==> src/rtl/pool_upsample2x_if.sv <==
// ---------------------------------------------------------------------------
// pool_upsample2x_if
// Stream bundle for the 2x nearest-neighbour unpooling stage.
//   in_data/in_valid/in_ready : pooled pixel input (valid/ready)
//   out_data/out_valid/out_ready : upsampled pixel output (valid/ready)
//   out_row_phase : 0 = live copy of a row, 1 = replayed copy
//   out_last      : final beat of each output row
//   frame_done    : one-cycle pulse after the last beat of a frame
// The master modport is the environment (drives inputs, consumes outputs).
// The slave modport is the upsampler itself.
// ---------------------------------------------------------------------------
interface pool_upsample2x_if #(
    parameter int DATA_WIDTH = 8
);
    logic [DATA_WIDTH-1:0] in_data;
    logic                  in_valid;
    logic                  in_ready;
    logic [DATA_WIDTH-1:0] out_data;
    logic                  out_valid;
    logic                  out_ready;
    logic                  out_row_phase;
    logic                  out_last;
    logic                  frame_done;

    modport master (
        output in_data, in_valid, out_ready,
        input  in_ready, out_data, out_valid, out_row_phase, out_last, frame_done
    );

    modport slave (
        input  in_data, in_valid, out_ready,
        output in_ready, out_data, out_valid, out_row_phase, out_last, frame_done
    );
endinterface

==> src/rtl/pool_upsample2x.sv <==
// ---------------------------------------------------------------------------
// pool_upsample2x
// 2x nearest-neighbour unpooling. Each pooled pixel is emitted twice
// horizontally; each row is emitted twice vertically, the second copy being
// replayed from a one-row register line buffer. Output frame is
// 2*WIDTH_IN x 2*HEIGHT_IN.
// Ports:
//   clk   : rising-edge clock
//   rst_n : asynchronous active-low reset
//   up    : stream bundle (slave side), see pool_upsample2x_if
// ---------------------------------------------------------------------------
module pool_upsample2x #(
    parameter int DATA_WIDTH = 8,
    parameter int WIDTH_IN   = 13,
    parameter int HEIGHT_IN  = 13
) (
    input  logic              clk,
    input  logic              rst_n,
    pool_upsample2x_if.slave  up
);
    localparam int CW = $clog2(WIDTH_IN + 1);
    localparam int RW = (HEIGHT_IN > 1) ? $clog2(HEIGHT_IN) : 1;
    localparam int IW = (WIDTH_IN > 1) ? $clog2(WIDTH_IN) : 1;

    localparam logic [CW-1:0] COL_LAST = CW'(WIDTH_IN - 1);
    localparam logic [CW-1:0] COL_END  = CW'(WIDTH_IN);
    localparam logic [RW-1:0] ROW_LAST = RW'(HEIGHT_IN - 1);

    typedef enum logic {
        LIVE   = 1'b0,
        REPEAT = 1'b1
    } state_t;

    state_t                state_q, state_d;
    logic [CW-1:0]         in_cnt_q, in_cnt_d;
    logic [CW-1:0]         rep_col_q, rep_col_d;
    logic [RW-1:0]         row_q, row_d;
    logic                  dup_q, dup_d;
    logic                  out_valid_q, out_valid_d;
    logic                  frame_done_q, frame_done_d;
    logic [DATA_WIDTH-1:0] out_data_q, out_data_d;

    // Line buffer: holds the live row so it can be replayed; never reset.
    logic [DATA_WIDTH-1:0] line_q [WIDTH_IN];

    logic                  in_ready;
    logic                  accept;
    logic                  beat;
    logic                  row_end;
    logic [CW-1:0]         out_col;
    logic [CW-1:0]         rep_nxt;
    logic [IW-1:0]         wr_idx;

    // In LIVE the pixel on the output was written at in_cnt-1 (counter has
    // already advanced past it); in REPEAT the replay column is explicit.
    assign out_col = (state_q == LIVE) ? (in_cnt_q - CW'(1)) : rep_col_q;
    assign rep_nxt = rep_col_q + CW'(1);
    assign wr_idx  = in_cnt_q[IW-1:0];

    // Second copy of the last pixel in the current output row.
    assign row_end = out_valid_q & dup_q & (out_col == COL_LAST);

    assign accept  = up.in_valid & in_ready;
    assign beat    = out_valid_q & up.out_ready;

    // in_ready is forced low while reset is asserted so that every output
    // reads zero during reset, not just the registered ones.
    always_comb begin
        in_ready = 1'b0;
        if (rst_n) begin
            if (state_q == LIVE) begin
                in_ready = (in_cnt_q < COL_END) & (!out_valid_q | (dup_q & up.out_ready));
            end else begin
                in_ready = row_end & up.out_ready & (row_q != ROW_LAST);
            end
        end
    end

    always_comb begin
        state_d      = state_q;
        in_cnt_d     = in_cnt_q;
        rep_col_d    = rep_col_q;
        row_d        = row_q;
        dup_d        = dup_q;
        out_valid_d  = out_valid_q;
        out_data_d   = out_data_q;
        frame_done_d = 1'b0;

        if (state_q == LIVE) begin
            if (beat) begin
                if (!dup_q) begin
                    dup_d = 1'b1;
                end else if (row_end) begin
                    // Start the replay immediately: no bubble between copies.
                    state_d     = REPEAT;
                    out_data_d  = line_q[0];
                    dup_d       = 1'b0;
                    out_valid_d = 1'b1;
                    in_cnt_d    = '0;
                    rep_col_d   = '0;
                end else if (!accept) begin
                    out_valid_d = 1'b0;
                end
            end
            if (accept) begin
                out_data_d  = up.in_data;
                out_valid_d = 1'b1;
                dup_d       = 1'b0;
                in_cnt_d    = in_cnt_q + CW'(1);
            end
        end else begin
            if (beat) begin
                if (!dup_q) begin
                    dup_d = 1'b1;
                end else if (!row_end) begin
                    rep_col_d  = rep_nxt;
                    out_data_d = line_q[rep_nxt[IW-1:0]];
                    dup_d      = 1'b0;
                end else if (row_q != ROW_LAST) begin
                    row_d   = row_q + RW'(1);
                    state_d = LIVE;
                    if (accept) begin
                        // First pixel of the next row overlaps the last replay beat.
                        out_data_d  = up.in_data;
                        out_valid_d = 1'b1;
                        dup_d       = 1'b0;
                        in_cnt_d    = in_cnt_q + CW'(1);
                    end else begin
                        out_valid_d = 1'b0;
                    end
                end else begin
                    frame_done_d = 1'b1;
                    row_d        = '0;
                    state_d      = LIVE;
                    out_valid_d  = 1'b0;
                end
            end
        end
    end

    always_ff @(posedge clk or negedge rst_n) begin
        if (!rst_n) begin
            state_q      <= LIVE;
            in_cnt_q     <= '0;
            rep_col_q    <= '0;
            row_q        <= '0;
            dup_q        <= 1'b0;
            out_valid_q  <= 1'b0;
            out_data_q   <= '0;
            frame_done_q <= 1'b0;
        end else begin
            state_q      <= state_d;
            in_cnt_q     <= in_cnt_d;
            rep_col_q    <= rep_col_d;
            row_q        <= row_d;
            dup_q        <= dup_d;
            out_valid_q  <= out_valid_d;
            out_data_q   <= out_data_d;
            frame_done_q <= frame_done_d;
        end
    end

    always_ff @(posedge clk) begin
        if (accept) begin
            line_q[wr_idx] <= up.in_data;
        end
    end

    assign up.in_ready      = in_ready;
    assign up.out_data      = out_data_q;
    assign up.out_valid     = out_valid_q;
    assign up.out_row_phase = (state_q == REPEAT);
    assign up.out_last      = row_end;
    assign up.frame_done    = frame_done_q;
endmodule

==> src/flat_wrapper.sv <==
// flat-port wrapper written by rule: the top's interface ports become plain ports
module pool_upsample2x_flat 
#(
    parameter int DATA_WIDTH = 8,
    parameter int WIDTH_IN   = 13,
    parameter int HEIGHT_IN  = 13
)
  (clk, rst_n, up_in_data, up_in_valid, up_out_ready, up_in_ready, up_out_data, up_out_valid, up_out_row_phase, up_out_last, up_frame_done);
  pool_upsample2x_if #(.DATA_WIDTH(DATA_WIDTH)) up_i ();
  input  logic clk;
  input  logic rst_n;
  input wire logic [$bits(up_i.in_data)-1:0] up_in_data;
  input wire logic [$bits(up_i.in_valid)-1:0] up_in_valid;
  input wire logic [$bits(up_i.out_ready)-1:0] up_out_ready;
  output wire logic [$bits(up_i.in_ready)-1:0] up_in_ready;
  output wire logic [$bits(up_i.out_data)-1:0] up_out_data;
  output wire logic [$bits(up_i.out_valid)-1:0] up_out_valid;
  output wire logic [$bits(up_i.out_row_phase)-1:0] up_out_row_phase;
  output wire logic [$bits(up_i.out_last)-1:0] up_out_last;
  output wire logic [$bits(up_i.frame_done)-1:0] up_frame_done;
  assign up_i.in_data = up_in_data;
  assign up_i.in_valid = up_in_valid;
  assign up_i.out_ready = up_out_ready;
  assign up_in_ready = up_i.in_ready;
  assign up_out_data = up_i.out_data;
  assign up_out_valid = up_i.out_valid;
  assign up_out_row_phase = up_i.out_row_phase;
  assign up_out_last = up_i.out_last;
  assign up_frame_done = up_i.frame_done;
  pool_upsample2x #(.DATA_WIDTH(DATA_WIDTH), .WIDTH_IN(WIDTH_IN), .HEIGHT_IN(HEIGHT_IN)) u_core (.clk(clk), .rst_n(rst_n), .up(up_i));
endmodule
==> config.mk <==
export PLATFORM = sky130hd
export DESIGN_NAME = pool_upsample2x_flat
export DESIGN_NICKNAME = d
export VERILOG_FILES = /design/src/rtl/pool_upsample2x_if.sv /design/src/rtl/pool_upsample2x.sv /design/src/flat_wrapper.sv
export SDC_FILE = /design/constraint.sdc
export NUM_CORES = 1
export LEC_CHECK = 0
export BUFFER_PORTS_ARGS = -buffer_cell sky130_fd_sc_hd__buf_2
export CORE_MARGIN = 4
export CORE_UTILIZATION = 40
export DETAILED_ROUTE_END_ITERATION = 16
export HOLD_SLACK_MARGIN = 0.06
export PLACE_DENSITY_LB_ADDON = 0.2
export SKIP_CTS_REPAIR_TIMING = 1
export SLEW_MARGIN = 20
export SYNTH_ARGS = -nofsm -noshare
export SYNTH_HDL_FRONTEND = slang
export SYNTH_SLANG_ARGS = --single-unit
export TNS_END_PERCENT = 20
==> constraint.sdc <==
create_clock -name clk -period 4.3 [get_ports clk]
set_clock_uncertainty 0.2 [all_clocks]
set_input_delay 0.86 -clock clk [delete_from_list [all_inputs] [get_ports clk]]
set_output_delay 0.86 -clock clk [all_outputs]
set_load 0.01 [all_outputs]
Yosys cells after proc, flatten, opt, wreduce, memory -nomap -nowiden

Memory sizes are Yosys's and may differ from the RTL's.
Cells that the tools add are included.

Memories kept: 1
Input port bits: 12
Register bits after elaboration: 24
Output and inout bits: 13
Bits in writable memories: 104
Word-level logic and storage cells: 103

Order comparisons: 1
Eq/ne operators: 10
Muxes and demuxes: 58
Reduce and logical (&&, ||, !) cells: 12
Add/subtract/negate cells: 4
Bitwise logic cells: 9

Memory list:

| memory        | depth | bits a word | read ports | clocked after memory_dff | write ports | line                  | source |
|---|---|---|---|---|---|---|---|
| u_core.line_q | 13    | 8           | 2          | 0                        | 1           | pool_upsample2x.sv:44 | `logic [DATA_WIDTH-1:0] line_q [WIDTH_IN];` |

Operator list:

| operator            | count |
|---|---|
| $mux 8              | 10 |
| $mux 4              | 16 |
| $mux 1              | 32 |
| $add 4x1->4 const B | 3 |
| $ne 2x2->1 const B  | 6 |
| $and 1x1->1         | 8 |
| $reduce_and 4->1    | 2 |
| $reduce_and 8->1    | 1 |
| $reduce_bool 2->1   | 4 |
| $reduce_and 7->1    | 1 |
| $ne 3x3->1 const B  | 2 |
| $reduce_and 5->1    | 1 |
| $eq 4x4->1 const B  | 1 |
| $lt 4x4->1 const B  | 1 |
| $ne 4x4->1 const B  | 1 |
| $sub 4x1->4 const B | 1 |
| $reduce_bool 3->1   | 1 |
| $reduce_and 2->1    | 1 |
| $logic_not 1->1     | 1 |
| $or 1x1->1          | 1 |

Depth between registers and ports, before layout

Depth in word-level cells: 15
Depth in mapped cells: 12
Depth with buffers taken out: 11

Worst setup path before layout

OpenSTA, ideal clock, no wires.

Path kind: in2reg
From: input port up_out_ready
To: memory u_core.line_q[6][0] (enable)
Stages on the path: 7
Arrival time: 2.549 ns
Setup slack: 1.165 ns
Required time: 3.715 ns
Cell sequence: and3_1 and4_4 o211a_1 buf_6 buf_6 nand2_1 nor3b_1

Word-level cells in the longest chain between the ends: 8
Elaborated cells on any way between the ends: 10
Classes of those cells: 4 x mux; 6 x bitwise

Ends and longest elaborated chain:

| item                           | line                   | source |
|---|---|---|
| from (decl)                    | flat_wrapper.sv:14     | `input wire logic [$bits(up_i.out_ready)-1:0] up_out_ready;` |
| $and 1x1->1                    | pool_upsample2x.sv:72  | `in_ready = (in_cnt_q < COL_END) & (!out_valid_q \| (dup_q & up.out_ready));` |
| $or 1x1->1                     | pool_upsample2x.sv:72  |  |
| $and 1x1->1                    | pool_upsample2x.sv:72  |  |
| $mux 1 *                       | pool_upsample2x.sv:71  | `if (state_q == LIVE) begin` |
| $mux 1 *                       | pool_upsample2x.sv:70  | `if (rst_n) begin` |
| $and 1x1->1 *                  | pool_upsample2x.sv:63  | `assign accept = up.in_valid & in_ready;` |
| $mux 1 *                       | pool_upsample2x.sv:164 | `if (accept) begin` |
| $mux 1 (implied by the code) * | pool_upsample2x.sv:165 | `line_q[wr_idx] <= up.in_data;` |
| to (decl)                      | pool_upsample2x.sv:44  |  |

Mark *: on every way between the ends. The rest lies on a longest branch, timed or not.

Worst setup path in the final report

From: register u_core.in_cnt_q[0]
To: output port up_out_last

Word-level cells in the longest chain between the ends: 4

Ends and longest elaborated chain:

| item                   | line                   | source |
|---|---|---|
| from (decl)            | pool_upsample2x.sv:35  | `logic [CW-1:0] in_cnt_q, in_cnt_d;` |
| from (signal assigned) | pool_upsample2x.sv:153 | `in_cnt_q <= in_cnt_d;` |
| $sub 4x1->4            | pool_upsample2x.sv:56  | `assign out_col = (state_q == LIVE) ? (in_cnt_q - CW'(1)) : rep_col_q;` |
| $mux 4                 | pool_upsample2x.sv:56  |  |
| $eq 4x4->1             | pool_upsample2x.sv:61  | `assign row_end = out_valid_q & dup_q & (out_col == COL_LAST);` |
| $and 1x1->1            | pool_upsample2x.sv:61  |  |
| to (decl)              | flat_wrapper.sv:19     | `output wire logic [$bits(up_i.out_last)-1:0] up_out_last;` |

Every way passes these cells.

==> flow_summary.json <==
{
  "crit_slowest_cell": "or4_4",
  "nets": 404,
  "postLayoutCellArea_um2": 6440,
  "cp-end-kind": "output pin",
  "io_pins": 25,
  "worst_r2r_startpoint": "u_core.in_cnt_q[0]",
  "syn-cell-area_um2": 5580,
  "number_of_maximum_capacitance_constraint_violations": 0,
  "hold_viol_final": 0,
  "synth_edf_count": 104,
  "wl_mm": 12.4,
  "port-buffer-count": 24,
  "category_of_the_critical_setup_timing_path": "register to output pin",
  "vertical_extent_of_the_die_um": 126,
  "period_minus_slack_ps": 3360,
  "grt_pass1_vias": 3251,
  "wl_per_cell_um": 21.8,
  "worst_skew_pair_later_pin_latency_ps": 420,
  "power.ir.vdd_worst_mv": 0.392,
  "largest_net_degree_at_the_start_of_global_routing": 28,
  "asyncSetResetFlopFracSynth_pct": 18.8,
  "cts_buffer_depth": 2,
  "cell_types_occupying_the_most_area_after_synthesis": "edfxtp_1, dfrtp_1, mux4_2",
  "syn_inst_count": 346,
  "timing_worst_slew_pin_value_ps": 826,
  "avgViaCountPerCell": 5.59,
  "critical_path.max_fanout": 6,
  "design_power_total_mw": 4.33,
  "post_synth_num_cell_types": 54,
  "clock_sinks": 128,
  "critical_path.cell_chain": "inv_1 -> ha_1 -> nand2_1 -> or4_4 -> a21oi_1 -> buf_2",
  "number_of_buffers_created_by_cts": 17,
  "fin_tns_setup_ps": 0,
  "timing.slew.headroom_pct": 44.9,
  "timing.reg2reg.setup_slack_ps": 990,
  "detailedRoute.firstPassIterationCount": 5,
  "core_area_um2": 13500,
  "die_area_um2": 15900,
  "worst_setup_hold_path_clk_slew_ps": 60,
  "final-max-slew-violation-count": 0,
  "postRouteAntennaNets": 0,
  "yosys_warnings": 0,
  "post-dp-hpwl_mm": 8.31,
  "root_buffer": "clkbuf_16",
  "holdWs_ps": 266,
  "gpl.final_weighted_congestion": 0.794,
  "cts_max_level": 4,
  "total_leakage_power_nw": 2.29,
  "worstPathRequired_ps": 3240,
  "final_layout_size_suffix_gt1_share_pct": 25.6,
  "synthMostInstantiatedCell": "edfxtp_1",
  "finalSetupViolCount": 0,
  "synthesis.nets": 368,
  "area.growth.synth_to_final_pct": 15.4,
  "fmax_ghz": 0.297,
  "placement_rows": 42,
  "postSynthAreaPerCell_um2": 16.1,
  "worstHoldPathType": "input port to async pin",
  "vias": 3194,
  "ys_ff_latch": 128,
  "grt_antenna_before_repair": 0,
  "synth_ff_type": "edfxtp_1",
  "initial_utilization_pct": 41.5,
  "power.density_cell_area_nw_per_um2": 672,
  "worst-r2r-cell-count": 7,
  "grt_first_pass_wirelength_mm": 19.1,
  "ys_seq_area_share_pct": 66.7,
  "drc": 0,
  "crit_path_start_kind": "register",
  "crit-reg2reg-capture": "u_core.line_q[2][0]",
  "min_period_over_period_pct": 78.2,
  "critPathMaxStageDelay_ps": 530,
  "synthTopCellsByCount": "edfxtp_1, dfrtp_1, mux4_2",
  "global_route_usage_over_all_layers_pct": 16.4,
  "status": "finished, final reports clean",
  "setup_repair_after_global_routing_missed_its_margin": "no",
  "insertedDiodeCount": 0,
  "drt_iter0_drc": 302,
  "tritoncts": "yes",
  "global_route.overflow_total": 0,
  "die_w_um": 126,
  "cp_data_arrival_time_ps": 2300,
  "synthDominantCellAreaShare_pct": 56.0,
  "fillerInstances": 1150,
  "dpl-instance-area_um2": 5880,
  "synth_top_area_cell": "edfxtp_1"
}
layer usage:
| metal | share of wire, % | wire length [um] | track usage [%] | vias up |
|---|---|---|---|---|
| met5 | 0 | 0 | 0 | - |
| met4 | 2.6 | 324 | 7.57 | 0 |
| met3 | 5.2 | 648 | 4.87 | 30 |
| met2 | 47 | 5820 | 24.6 | 83 |
| met1 | 45 | 5630 | 22.2 | 1625 |
| li1 | - | - | - | 1456 |
worst max-delay path: cells and delay by family (launching register included):
kind                     cells  cell delay, ps
AO/OA/AOI/OAI                1             260
AND/OR/NAND/NOR              2             590
flip-flops                   1             380
buffers and inverters        2             330
adder cells (fa/ha/maj)      1             320
layout by cell type, fill, tap and decap left out, drive strengths merged, types with 7 or more instances in the layout:
| cell type | n |
|---|---|
| a222oi | 7 |
| and3 | 7 |
| mux4 | 24 |
| o21ai | 19 |
| mux2i | 7 |
| nor2 | 16 |
| dfrtp | 24 |
| edfxtp | 104 |
| clkbuf | 17 |
| a21oi | 19 |
| a22o | 8 |
| clkinv | 7 |
| nand2 | 19 |
| buf | 32 |
| ha | 10 |
| inv | 11 |
cells by family after synthesis:
family	after synthesis	share of synthesized area, %
AND/OR/NAND/NOR	79	8.03
XOR/XNOR	3	0.471
multiplexers	34	11.5
adder cells (fa/ha/maj)	10	2.24
AO/OA/AOI/OAI	69	8.61
buffers and inverters	23	2.40
flip-flops	128	66.7
power by group:
| group | leakage, nW | switching [mW] | internal, mW |
|---|---|---|---|
| clock | 0.265 | 0.546 | 0.798 |
| sequential | 1.24 | 0.134 | 1.45 |
| combinational | 0.787 | 0.772 | 0.626 |
registers in the layout, summed over array words and instances (netlist names):
register and flops:
u_core.dup_q 1, u_core.line_q 104, u_core.up.out_row_phase 1, u_core.up.out_valid 1
u_core.rep_col_q 4, u_core.row_q 4, u_core.up.out_data 8, u_core.in_cnt_q 4
u_core.up.frame_done 1
metrics by stage:
stage | setup WS [ps] | std cells | util, %
6_report | 938 | 571 | 47.9
5_1_grt | 768 | 571 | 47.9
4_1_cts | 954 | 571 | 47.9
3_5_place_dp | 840 | 539 | 43.7
3_3_place_gp | 901 | 539 | 43.7
2_1_floorplan | 1170 | 346 | -
how the worst max path moves through the flow:
| stage | end | startpoint | cells after the start | slack (ps) |
|---|---|---|---|---|
| after detailed placement | u_core.line_q[2][1] | up_out_ready | 6 | 840 |
| final | up_out_last | u_core.in_cnt_q[0] | 6 | 940 |
| after CTS | up_out_last | u_core.in_cnt_q[0] | 6 | 950 |
| after global routing | u_core.line_q[3][7] | u_core.in_cnt_q[0] | 7 | 770 |
| after global placement | u_core.line_q[3][0] | up_out_ready | 6 | 900 |
| after floorplan | u_core.line_q[6][0] | up_out_ready | 7 | 1170 |
final cells by class:
type | instances | area [um^2] | share of cell area, %
Inverter | 8 | 30.0 | 0.466
Timing Repair Buffer | 32 | 180 | 2.80
Tap cell | 176 | 220 | 3.42
Sequential cell | 128 | 3720 | 57.8
Multi-Input combinational cell | 195 | 1720 | 26.8
Clock buffer | 17 | 425 | 6.60
Clock inverter | 15 | 138 | 2.14
No activity file was read; power rests on OpenSTA's default activity.
